==> config.mk <==
export PLATFORM = sky130hd
export DESIGN_NAME = weight_fetch_ctrl_flat
export DESIGN_NICKNAME = d
export VERILOG_FILES = /design/src/rtl/weight_fetch_ctrl_if.sv /design/src/rtl/weight_fetch_ctrl.sv /design/src/flat_wrapper.sv
export SDC_FILE = /design/constraint.sdc
export NUM_CORES = 1
export LEC_CHECK = 0
export ABC_CLOCK_PERIOD_IN_PS = 3800
export CORE_MARGIN = 2
export CORE_UTILIZATION = 42
export CTS_CLUSTER_DIAMETER = 60
export DETAILED_ROUTE_END_ITERATION = 12
export PLACE_DENSITY_LB_ADDON = 0.3
export RECOVER_POWER = 100
export SYNTH_ARGS = -nofsm -noshare
export SYNTH_HDL_FRONTEND = slang
export SYNTH_SLANG_ARGS = --single-unit
==> constraint.sdc <==
create_clock -name clk -period 3.8 [get_ports clk]
set_clock_uncertainty 0.2 [all_clocks]
set_input_delay 0.95 -clock clk [delete_from_list [all_inputs] [get_ports clk]]
set_output_delay 0.95 -clock clk [all_outputs]
set_load 0.01 [all_outputs]
==> src/rtl/weight_fetch_ctrl_if.sv <==
// Handshake and memory bus between the control unit, the weight memory,
// the systolic-array weight-load path and weight_fetch_ctrl.
interface weight_fetch_ctrl_if #(
    parameter int ADDR_W = 13,
    parameter int DATA_W = 16,
    parameter int CNT_W  = 8
);
    logic              start;
    logic [ADDR_W-1:0] base_addr;
    logic [CNT_W-1:0]  num_tiles;
    logic              busy;
    logic              done;
    logic [ADDR_W-1:0] mem_addr;
    logic [DATA_W-1:0] mem_w1;
    logic [DATA_W-1:0] mem_w2;
    logic [DATA_W-1:0] mem_w3;
    logic [DATA_W-1:0] mem_w4;
    logic [DATA_W-1:0] w_out1;
    logic [DATA_W-1:0] w_out2;
    logic [DATA_W-1:0] w_out3;
    logic [DATA_W-1:0] w_out4;
    logic              w_valid;
    logic              w_ready;
    logic [CNT_W-1:0]  tiles_left;

    // Controller/memory/array side.
    modport master (
        output start, base_addr, num_tiles, mem_w1, mem_w2, mem_w3, mem_w4, w_ready,
        input  busy, done, mem_addr, w_out1, w_out2, w_out3, w_out4, w_valid, tiles_left
    );

    // Fetch controller side.
    modport slave (
        input  start, base_addr, num_tiles, mem_w1, mem_w2, mem_w3, mem_w4, w_ready,
        output busy, done, mem_addr, w_out1, w_out2, w_out3, w_out4, w_valid, tiles_left
    );
endinterface

==> src/rtl/weight_fetch_ctrl.sv <==
// Walks weight memory tile by tile, registers each 4-weight tile and holds it
// on a valid/ready handshake to the systolic array; pulses done at the end.
module weight_fetch_ctrl #(
    parameter int ADDR_W      = 13,
    parameter int DATA_W      = 16,
    parameter int TILE_STRIDE = 4,
    parameter int CNT_W       = 8
) (
    input  logic                 clk,
    input  logic                 reset,
    weight_fetch_ctrl_if.slave   bus
);
    typedef enum logic [1:0] {IDLE, FETCH, PRESENT, DONE} state_e;

    state_e                       state_q,      state_d;
    logic [ADDR_W-1:0]            mem_addr_q,   mem_addr_d;
    logic [CNT_W-1:0]             tiles_left_q, tiles_left_d;
    logic [3:0][DATA_W-1:0]       w_q,          w_d;
    logic                         w_valid_q,    w_valid_d;
    logic                         done_q,       done_d;
    logic [3:0][DATA_W-1:0]       mem_w;

    assign mem_w = {bus.mem_w4, bus.mem_w3, bus.mem_w2, bus.mem_w1};

    always_comb begin
        state_d      = state_q;
        mem_addr_d   = mem_addr_q;
        tiles_left_d = tiles_left_q;
        w_d          = w_q;
        w_valid_d    = w_valid_q;
        done_d       = 1'b0;
        unique case (state_q)
            IDLE: begin
                if (bus.start) begin
                    if (bus.num_tiles != '0) begin
                        mem_addr_d   = bus.base_addr;
                        tiles_left_d = bus.num_tiles;
                        state_d      = FETCH;
                    end else begin
                        // Empty command: complete immediately, address and tile untouched.
                        state_d = DONE;
                        done_d  = 1'b1;
                    end
                end
            end
            FETCH: begin
                w_d       = mem_w;
                w_valid_d = 1'b1;
                state_d   = PRESENT;
            end
            PRESENT: begin
                if (bus.w_ready) begin
                    w_valid_d = 1'b0;
                    if (tiles_left_q == CNT_W'(1)) begin
                        tiles_left_d = '0;
                        state_d      = DONE;
                        done_d       = 1'b1;
                    end else begin
                        tiles_left_d = tiles_left_q - CNT_W'(1);
                        // Wraps modulo 2^ADDR_W by width truncation.
                        mem_addr_d   = mem_addr_q + ADDR_W'(TILE_STRIDE);
                        state_d      = FETCH;
                    end
                end
            end
            DONE: begin
                state_d = IDLE;
            end
            default: begin
                state_d = IDLE;
            end
        endcase
    end

    always_ff @(posedge clk or posedge reset) begin
        if (reset) begin
            state_q      <= IDLE;
            mem_addr_q   <= '0;
            tiles_left_q <= '0;
            w_q          <= '0;
            w_valid_q    <= 1'b0;
            done_q       <= 1'b0;
        end else begin
            state_q      <= state_d;
            mem_addr_q   <= mem_addr_d;
            tiles_left_q <= tiles_left_d;
            w_q          <= w_d;
            w_valid_q    <= w_valid_d;
            done_q       <= done_d;
        end
    end

    assign bus.busy       = (state_q != IDLE);
    assign bus.done       = done_q;
    assign bus.mem_addr   = mem_addr_q;
    assign bus.tiles_left = tiles_left_q;
    assign bus.w_valid    = w_valid_q;
    assign bus.w_out1     = w_q[0];
    assign bus.w_out2     = w_q[1];
    assign bus.w_out3     = w_q[2];
    assign bus.w_out4     = w_q[3];
endmodule

==> src/flat_wrapper.sv <==
// flat-port wrapper written by rule: the top's interface ports become plain ports
module weight_fetch_ctrl_flat 
#(
    parameter int ADDR_W      = 13,
    parameter int DATA_W      = 16,
    parameter int TILE_STRIDE = 4,
    parameter int CNT_W       = 8
)
  (clk, reset, bus_start, bus_base_addr, bus_num_tiles, bus_mem_w1, bus_mem_w2, bus_mem_w3, bus_mem_w4, bus_w_ready, bus_busy, bus_done, bus_mem_addr, bus_w_out1, bus_w_out2, bus_w_out3, bus_w_out4, bus_w_valid, bus_tiles_left);
  weight_fetch_ctrl_if #(.ADDR_W(ADDR_W), .DATA_W(DATA_W), .CNT_W(CNT_W)) bus_i ();
  input  logic clk;
  input  logic reset;
  input wire logic [$bits(bus_i.start)-1:0] bus_start;
  input wire logic [$bits(bus_i.base_addr)-1:0] bus_base_addr;
  input wire logic [$bits(bus_i.num_tiles)-1:0] bus_num_tiles;
  input wire logic [$bits(bus_i.mem_w1)-1:0] bus_mem_w1;
  input wire logic [$bits(bus_i.mem_w2)-1:0] bus_mem_w2;
  input wire logic [$bits(bus_i.mem_w3)-1:0] bus_mem_w3;
  input wire logic [$bits(bus_i.mem_w4)-1:0] bus_mem_w4;
  input wire logic [$bits(bus_i.w_ready)-1:0] bus_w_ready;
  output wire logic [$bits(bus_i.busy)-1:0] bus_busy;
  output wire logic [$bits(bus_i.done)-1:0] bus_done;
  output wire logic [$bits(bus_i.mem_addr)-1:0] bus_mem_addr;
  output wire logic [$bits(bus_i.w_out1)-1:0] bus_w_out1;
  output wire logic [$bits(bus_i.w_out2)-1:0] bus_w_out2;
  output wire logic [$bits(bus_i.w_out3)-1:0] bus_w_out3;
  output wire logic [$bits(bus_i.w_out4)-1:0] bus_w_out4;
  output wire logic [$bits(bus_i.w_valid)-1:0] bus_w_valid;
  output wire logic [$bits(bus_i.tiles_left)-1:0] bus_tiles_left;
  assign bus_i.start = bus_start;
  assign bus_i.base_addr = bus_base_addr;
  assign bus_i.num_tiles = bus_num_tiles;
  assign bus_i.mem_w1 = bus_mem_w1;
  assign bus_i.mem_w2 = bus_mem_w2;
  assign bus_i.mem_w3 = bus_mem_w3;
  assign bus_i.mem_w4 = bus_mem_w4;
  assign bus_i.w_ready = bus_w_ready;
  assign bus_busy = bus_i.busy;
  assign bus_done = bus_i.done;
  assign bus_mem_addr = bus_i.mem_addr;
  assign bus_w_out1 = bus_i.w_out1;
  assign bus_w_out2 = bus_i.w_out2;
  assign bus_w_out3 = bus_i.w_out3;
  assign bus_w_out4 = bus_i.w_out4;
  assign bus_w_valid = bus_i.w_valid;
  assign bus_tiles_left = bus_i.tiles_left;
  weight_fetch_ctrl #(.ADDR_W(ADDR_W), .DATA_W(DATA_W), .TILE_STRIDE(TILE_STRIDE), .CNT_W(CNT_W)) u_core (.clk(clk), .reset(reset), .bus(bus_i));
endmodule
# Yosys cells after proc, flatten, opt, wreduce, memory -nomap -nowiden

Index checks and enable logic that the tools add are counted.

Output and inout bits: 88
Flip-flop bits (word level): 89
Word-level logic and storage cells: 50

Add/sub/neg operators: 2
Reductions and logical operators: 9
Equal/unequal tests: 8
Mux-type cells: 22

Operators by type and width:

| kind                                                  | count |
|---|---|
| two-way mux 13 bit                                    | 4 |
| two-way mux 8 bit                                     | 4 |
| case mux 13 bit (2 select lines)                      | 1 |
| case mux 8 bit (2 select lines)                       | 1 |
| adder 13 x 3 -> 13 bit, second input constant         | 1 |
| equality test 8 x 1 -> 1 bit, second input constant   | 1 |
| two-way mux 2 bit                                     | 4 |
| case mux 2 bit (4 select lines)                       | 1 |
| nonzero test 8 bit                                    | 1 |
| subtractor 8 x 1 -> 8 bit, second input constant      | 1 |
| inequality test 2 bit, second input constant          | 3 |
| nonzero test 2 bit                                    | 3 |
| two-way mux 1 bit                                     | 5 |
| AND reduction 5 bit                                   | 1 |
| equality test 2 bit, second input constant            | 2 |
| case mux 1 bit (2 select lines)                       | 2 |
| AND reduction 2 bit                                   | 2 |
| AND reduction 4 bit                                   | 1 |
| equality test 2 x 1 -> 1 bit, second input constant   | 1 |
| logical NOT 2 bit                                     | 1 |
| inequality test 2 x 1 -> 1 bit, second input constant | 1 |

# Logic depth before layout (Yosys ltp)

Gate-level depths: netlist of run 1.

Word-level depth: 4
Depth in mapped cells: 8
Gate-level depth less buffers: 7

# Worst setup path after synthesis of run 1

No wires, ideal clock.

Kind: input-to-reg
Start: input bus_num_tiles[6]
End: register u_core.mem_addr_q[11] (netlist: u_core.bus.mem_addr[11])
Slack: 1.540 ns
Arrival: 1.983 ns
Stages: 6
Library setup time: 0.077 ns
Required time: 3.523 ns
Buffers on the path: 1
Path through: nor4_1 -> nand4_1 -> nand2_1 -> clkbuf_1 -> nand2_1 -> a21oi_1

Longest elaborated chain between the ends: 3

RTL lines:

| what                                            | RTL line                | source |
|---|---|---|
| start: declaration                              | flat_wrapper.sv:15      | `input wire logic [$bits(bus_i.num_tiles)-1:0] bus_num_tiles;` |
| nonzero test 8 bit                              | weight_fetch_ctrl.sv:35 | `if (bus.num_tiles != '0) begin` |
| inequality test 2 x 1 -> 1 bit (no source line) | --                      |  |
| AND reduction 5 bit (no source line)            | --                      |  |
| end signal: assignment                          | weight_fetch_ctrl.sv:85 | `mem_addr_q <= mem_addr_d;` |
| end: declaration                                | weight_fetch_ctrl.sv:16 | `logic [ADDR_W-1:0] mem_addr_q, mem_addr_d;` |

Every way passes these cells.
A chain may end at the register's enable or synchronous reset.

# Worst setup path in the final report of run 1

Start: input bus_num_tiles[6]
End: register u_core.tiles_left_q[3] (netlist: u_core.bus.tiles_left[3])

Longest elaborated chain between the ends: 3

RTL lines:

| what                                            | RTL line                | source |
|---|---|---|
| nonzero test 8 bit                              | weight_fetch_ctrl.sv:35 |  |
| inequality test 2 x 1 -> 1 bit (no source line) | --                      |  |
| AND reduction 4 bit (no source line)            | --                      |  |
| end signal: assignment                          | weight_fetch_ctrl.sv:86 | `tiles_left_q <= tiles_left_d;` |
| end: declaration                                | weight_fetch_ctrl.sv:17 | `logic [CNT_W-1:0] tiles_left_q, tiles_left_d;` |

Every way passes these cells.

==> flow_metrics.tcl, run 1 <==
set metrics [dict create \
    status "finished clean" \
    endpoint_kind "flip-flop" \
    cts.clk_slew.worst_paths_ps 90 \
    power.internal_uw 2940 \
    worstReg2RegStart "u_core.bus.tiles_left[1]" \
    worst_r2r_endpoint "u_core.bus.tiles_left[5]" \
    worst-slew-pin-transition_ps 1350 \
    critPathLaunch "bus_num_tiles[6]" \
    max-clock-path-buffers 2 \
    ys_top_cells_by_area "sky130_fd_sc_hd__dfrtp_1 (58%), sky130_fd_sc_hd__mux2_2 (19%), sky130_fd_sc_hd__a21oi_1 (3.2%), sky130_fd_sc_hd__o21ai_0 (2.5%), sky130_fd_sc_hd__nor2_1 (1.8%)" \
    grt_overflow 0 \
    setup_viol_count_final 0 \
    period_share 0.790 \
    pin_count 177 \
    p_comb_frac 0.499 \
    place.gp.congestion 0.874 \
    lkg_pwr_uw 0.00239 \
    async_s_r_ff_share_synth 1.00 \
    synth_sequential_area_ratio 0.577 \
    crit_arrival_ps 3060 \
    ys_types 44 \
    power_density_nw_per_um2 786 \
    clk_root_buffer_cell "sky130_fd_sc_hd__clkbuf_8" \
    rel_slew_slack 0.101 \
    synth_warnings 0 \
    power.share.switching 0.363 \
    number_of_gates_resized_after_cts 0 \
    switching_power_uw 1670 \
    hold_viol 0 \
    vias_per_cell 5.38 \
    worst_ir_drop_vdd_v 0.000423 \
    cts.repair_timing.setup_buffer_count 0 \
    synth.most_common_cell "sky130_fd_sc_hd__dfrtp_1" \
    critPathRequiredTime_ps 3860 \
    max_cap_violations 0 \
    grt_max_degree 63 \
    drc 0 \
    floorplan.initialDensity 0.438 \
    port_buffer_count 176 \
    rows 34 \
    post_synth_inst_count 309 \
    dominantRegCellSynth "sky130_fd_sc_hd__dfrtp_1" \
    crit_path_max_fanout 16 \
    worst_skew_pair.late_latency_ps 350 \
    n_antenna_cell 0 \
    final_period_minus_worst_setup_slack_ps 3000 \
    detailroute.via_count 3218 \
    worst-r2r-cell-count 7 \
    cts_sinks 89 \
    area_of_the_core_um2 8810 \
    mappedNetlistArea_um2 3860 \
    power.sequential.fraction 0.375 \
    grt.total_usage 0.210 \
    synth_nets 401 \
    worst-r2r-setup-slack_ps 830 \
    die_height_um 99.9 \
    setup_total_negative_slack_ps 0 \
    htree_levels 3 \
    drt_pass1_iterations 4 \
    cts-hold-fix-buffers 0 \
    drv_slew 0 \
    min_path_type "flip-flop to flip-flop" \
    max_clock_freq_ghz 0.333 \
    synth.ff_latch_count 89 \
    yosysTopAreaCellShare 0.577 \
    clock_power_share 0.126 \
    ant_nets_after_route 0 \
    n_fill_cell 663 \
    finish.instance_area_um2 5870 \
    num-nets-final 577 \
    die_width_um 99.9 \
    edff_count_synth 0 \
    critPathCapture "u_core.bus.tiles_left[3]" \
    post-dp-hpwl_um 7550 \
    number_of_global_route_vias_before_repair 3292 \
    post_drt_wl_per_cell_um 17.1 \
    dr.first_iter.drc_count 121 \
    grt_pass1_wl_um 16600 \
    areaGrowthSynthToFinish_pct 52.1 \
    final_layout_size_suffix_gt1_frac 0.186 \
    overall_die_area_um2 9980 \
    syn-mean-instance-area_um2 12.5 \
    setup.worst_path.start_class "input pin" \
    setup_repair_after_global_routing_missed_its_margin "false" \
    antenna_violations_before_repair 0 \
    synth.cells.most_frequent "sky130_fd_sc_hd__dfrtp_1 (89), sky130_fd_sc_hd__mux2_2 (66), sky130_fd_sc_hd__a21oi_1 (25), sky130_fd_sc_hd__nor2_1 (19), sky130_fd_sc_hd__o21ai_0 (19)" \
    placed_cell_area_um2 5750 \
    numCtsBuffers 9 \
    worst-setup-path-type "input pin to flip-flop" \
    synth_top_area_cell "sky130_fd_sc_hd__dfrtp_1" \
    cts_tree "done" \
    detail_route.wirelength_um 10200 \
]
layer usage:
metal	global-route usage	wire length (µm)	up-vias
li1	-	-	1479
met1	0.273	4170	1569
met2	0.336	5090	154
met3	0.0578	749	16
met4	0.0790	218	0
met5	0	0	-
sequential cells by signal (all words and copies together) (netlist names):
register,cells
u_core.bus.w_out1,16
u_core.bus.w_out2,16
u_core.bus.w_out3,16
u_core.bus.w_out4,16
u_core.bus.mem_addr,13
u_core.bus.tiles_left,8
u_core.state_q,2
u_core.bus.done,1
u_core.bus.w_valid,1
cell families after synthesis:
kind of cell	count (synthesis)	share of synthesized area
compound gates	69	0.112
fa+ha+maj	3	0.00972
simple gates	58	0.0778
buf+inv	23	0.0282
flops	89	0.577
mux	67	0.195
worst min path at each step:
| stage | start | end | slack [ps] | depth (start not counted) |
|---|---|---|---|---|
| 2_1_floorplan | u_core.state_q[1] | u_core.bus.w_valid | 310 | 1 |
| 3_3_place_gp | u_core.bus.w_out2[7] | u_core.bus.w_out2[7] | 290 | 1 |
| 3_5_place_dp | u_core.bus.w_out3[11] | u_core.bus.w_out3[11] | 290 | 1 |
| 4_1_cts | u_core.bus.w_out2[12] | u_core.bus.w_out2[12] | 310 | 1 |
| 5_1_grt | u_core.bus.w_out3[5] | u_core.bus.w_out3[5] | 320 | 1 |
| 6_report | u_core.bus.w_out2[12] | u_core.bus.w_out2[12] | 310 | 1 |
final cells by class:
class | instances | area [µm²] | area share
sequential | 89 | 2230 | 0.379
timing repair buffer | 181 | 1810 | 0.308
multi-input combinational | 197 | 1500 | 0.256
tap | 108 | 135 | 0.0230
clock buffer | 10 | 128 | 0.0217
clock inverter | 6 | 45.0 | 0.00767
inverter | 7 | 27.5 | 0.00469
through the flow:
step	hold WS, ps	setup slack, ps	util	std cells	total power (µW)
5_1_grt	319	461	0.667	598	4920
6_report	306	799	0.667	598	4610
2_1_floorplan	312	343	-	309	2970
3_5_place_dp	295	701	0.653	582	4290
3_3_place_gp	288	766	0.653	582	4200
4_1_cts	315	988	0.672	598	4880
cells in the final DEF (no fill, tap or decap), types with 2 or more instances in the layout:
cell / n
sky130_fd_sc_hd__clkinv_4: 2
sky130_fd_sc_hd__nand4_1: 4
sky130_fd_sc_hd__nor2_1: 19
sky130_fd_sc_hd__inv_1: 6
sky130_fd_sc_hd__nand2_1: 7
sky130_fd_sc_hd__clkdlybuf4s50_1: 85
sky130_fd_sc_hd__nor2b_1: 2
sky130_fd_sc_hd__clkinvlp_4: 3
sky130_fd_sc_hd__nor3_1: 5
sky130_fd_sc_hd__o21ai_0: 22
sky130_fd_sc_hd__mux2_2: 66
sky130_fd_sc_hd__o22ai_1: 4
sky130_fd_sc_hd__clkbuf_1: 2
sky130_fd_sc_hd__a21oi_1: 25
sky130_fd_sc_hd__a2bb2oi_1: 2
sky130_fd_sc_hd__or3_1: 3
sky130_fd_sc_hd__nand3_1: 6
sky130_fd_sc_hd__a211oi_1: 3
sky130_fd_sc_hd__dfrtp_1: 89
sky130_fd_sc_hd__ha_1: 3
sky130_fd_sc_hd__dlygate4sd3_1: 91
sky130_fd_sc_hd__nand2b_1: 2
sky130_fd_sc_hd__clkbuf_8: 9
sky130_fd_sc_hd__nor4_1: 5
sky130_fd_sc_hd__buf_4: 2
power by group through the flow:
stage,sequential [µW],clock [µW],combinational (µW)
final,1730,582,2300
after detailed placement,1780,0,2510
after global placement,1750,0,2460
after global routing,1800,646,2480
after CTS,1760,599,2520
after floorplan,1950,0,1020
critical path, stage by stage:
cell and delay, ps:
sky130_fd_sc_hd__dlygate4sd3_1 550, sky130_fd_sc_hd__nor4_1 420, sky130_fd_sc_hd__nand4_1 190, sky130_fd_sc_hd__nand2_1 410, sky130_fd_sc_hd__clkbuf_1 310, sky130_fd_sc_hd__o21ai_0 140, sky130_fd_sc_hd__o21ai_0 100
(Power assumes the default switching activity.)
==> run 2, diff against run 1 <==
--- a/config.mk
+++ b/config.mk
@@ -5,7 +5,7 @@
 export SDC_FILE = /design/constraint.sdc
 export NUM_CORES = 1
 export LEC_CHECK = 0
-export ABC_CLOCK_PERIOD_IN_PS = 3800
+export ABC_CLOCK_PERIOD_IN_PS = 3000
 export CORE_MARGIN = 2
 export CORE_UTILIZATION = 42
 export CTS_CLUSTER_DIAMETER = 60
==> constraint.sdc (replaced) <==
create_clock -name clk -period 3 [get_ports clk]
set_clock_uncertainty 0.2 [all_clocks]
set_input_delay 0.75 -clock clk [delete_from_list [all_inputs] [get_ports clk]]
set_output_delay 0.75 -clock clk [all_outputs]
set_load 0.01 [all_outputs]
==> flow_metrics.tcl, run 2 (synthesis results as in run 1) <==
set metrics [dict create \
    status "finished clean" \
    setup_viol_count_final 0 \
    worst-setup-path-type "input pin to flip-flop" \
    overall_die_area_um2 9980 \
    final_layout_size_suffix_gt1_frac 0.195 \
    power_density_nw_per_um2 1000 \
    cts.repair_timing.setup_buffer_count 0 \
    lkg_pwr_uw 0.00244 \
    crit_path_max_fanout 10 \
    area_of_the_core_um2 8810 \
    final_period_minus_worst_setup_slack_ps 2760 \
    die_height_um 99.9 \
    dp_cells 585 \
    drt_pass1_iterations 4 \
    critPathLaunch "bus_num_tiles[6]" \
    cts_tree "done" \
    hold_viol 0 \
    mostFrequentLayoutCell "sky130_fd_sc_hd__dlygate4sd3_1" \
    final_cells 601 \
    holdCritStartpoint "u_core.bus.w_out1[15]" \
    setup_total_negative_slack_ps 0 \
    cts-hold-fix-buffers 0 \
    finish.instance_area_um2 5960 \
    critPathMaxStageDelay_ps 560 \
    max-clock-path-buffers 2 \
    number_of_global_route_vias_before_repair 3070 \
    post-dp-hpwl_um 7590 \
    critical_path.n_buffers_inverters 2 \
    grt_pass1_wl_um 15300 \
    rows 34 \
    cts_sinks 89 \
    areaGrowthSynthToFinish_pct 54.3 \
    min_path_type "flip-flop to flip-flop" \
    die_width_um 99.9 \
    grt.total_usage 0.193 \
    htree_levels 3 \
    worstReg2RegStart "u_core.state_q[0]" \
    drv_slew 0 \
    detail_route.wirelength_um 9950 \
    worst-slew-pin-transition_ps 1300 \
    post-route-util 0.677 \
    grt_max_degree 53 \
    place.gp.congestion 0.907 \
    period_share 0.918 \
    placed_cell_area_um2 5770 \
    cp_top_family "simple AND/OR/NAND/NOR gates" \
    rel_slew_slack 0.135 \
    grt_overflow 0 \
    post_drt_wl_per_cell_um 16.6 \
    most_used_cells_in_the_layout_excluding_fill_and_tap_cells "sky130_fd_sc_hd__dlygate4sd3_1 (91), sky130_fd_sc_hd__dfrtp_1 (89), sky130_fd_sc_hd__clkdlybuf4s50_1 (85)" \
    cp_cell_sequence "dlygate4sd3_1 > nor4_1 > and4_1 > nor3_1 > clkbuf_1 > a21oi_1 > a21oi_1" \
    n_antenna_cell 0 \
    n_fill_cell 687 \
    port_buffer_count 176 \
    antenna_violations_before_repair 0 \
    endpoint_kind "flip-flop" \
    worst_skew_pair.late_latency_ps 350 \
    max_clock_freq_ghz 0.363 \
    ant_nets_after_route 0 \
    clk_root_buffer_cell "sky130_fd_sc_hd__clkbuf_8" \
    worst_ir_drop_vdd_v 0.000524 \
    max_cap_violations 0 \
    timing.critical_path.slowest_stage_cell "sky130_fd_sc_hd__dlygate4sd3_1" \
    num-nets-final 580 \
    critPathRequiredTime_ps 3000 \
    crit_arrival_ps 2760 \
    setup.worst_path.start_class "input pin" \
    floorplan.initialDensity 0.438 \
    critical-path-top-cell-by-count "sky130_fd_sc_hd__a21oi_1" \
    cts.clk_slew.worst_paths_ps 90 \
    detailroute.via_count 3196 \
    pin_count 177 \
    number_of_gates_resized_after_cts 0 \
    final_worst_hold_slack_ps 303 \
    vias_per_cell 5.32 \
    dr.first_iter.drc_count 123 \
    drc 0 \
    setup_repair_after_global_routing_missed_its_margin "false" \
    numCtsBuffers 9 \
]
run 2: layout make-up:
cell class / count / area (µm²) / area share
Multi-Input combinational cell: 197 / 1520 / 0.254
Inverter: 7 / 27.5 / 0.00462
Clock inverter: 6 / 75.1 / 0.0126
Timing Repair Buffer: 184 / 1840 / 0.309
Sequential cell: 89 / 2230 / 0.374
Tap cell: 108 / 135 / 0.0227
Clock buffer: 10 / 138 / 0.0231
run 2: power breakdown:
group | switching, µW | leakage (µW) | total [µW] | internal, µW
combinational | 1290 | 0.00129 | 2920 | 1630
clock | 443 | 0.000105 | 863 | 420
sequential | 392 | 0.00105 | 2190 | 1800
total | 2130 | 0.00244 | 5980 | 3850
run 2: metal layers:
metal / vias up / part of all wire / routed length, µm / track usage
li1: 1498 / - / - / -
met1: 1534 / 0.41 / 4090 / 0.249
met2: 149 / 0.49 / 4920 / 0.318
met3: 15 / 0.073 / 724 / 0.0487
met4: 0 / 0.022 / 217 / 0.0717
met5: - / 0 / 0 / 0
run 2: path summary, 6_finish.rpt:
path / cells after the start / to / slack, ps
max: 7 / u_core.bus.mem_addr[6] / 240
min: 1 / u_core.bus.w_out1[15] / 300
max reg2reg: 3 / u_core.bus.w_out3[11] / 400
min reg2reg: 1 / u_core.bus.w_out1[15] / 300
max in group asynchronous: 3 / u_core.bus.w_out3[15] / 760
min in group asynchronous: 2 / u_core.bus.w_out4[2] / 820
run 2: worst register-to-register path, delay by kind of cell, from the launching register on:
| family | cells | cell delay [ps] |
|---|---|---|
| DFF | 1 | 460 |
| buffers and inverters | 1 | 370 |
| muxes | 1 | 420 |
| and+or+nand+nor | 1 | 1040 |
run 2: stage by stage:
stage          power (µW)  setup WS [ps]
5_1_grt              6380            176
2_1_floorplan        3770            820
3_3_place_gp         5340            211
6_report             5980            245
4_1_cts              6320            424
3_5_place_dp         5450            157
==> run 3, diff against run 2 <==
--- a/config.mk
+++ b/config.mk
@@ -5,7 +5,6 @@
 export SDC_FILE = /design/constraint.sdc
 export NUM_CORES = 1
 export LEC_CHECK = 0
-export ABC_CLOCK_PERIOD_IN_PS = 3000
 export CORE_MARGIN = 2
 export CORE_UTILIZATION = 42
 export CTS_CLUSTER_DIAMETER = 60
==> results of run 3 <==
Final layout, timing and power as in run 2 (identical DEF).
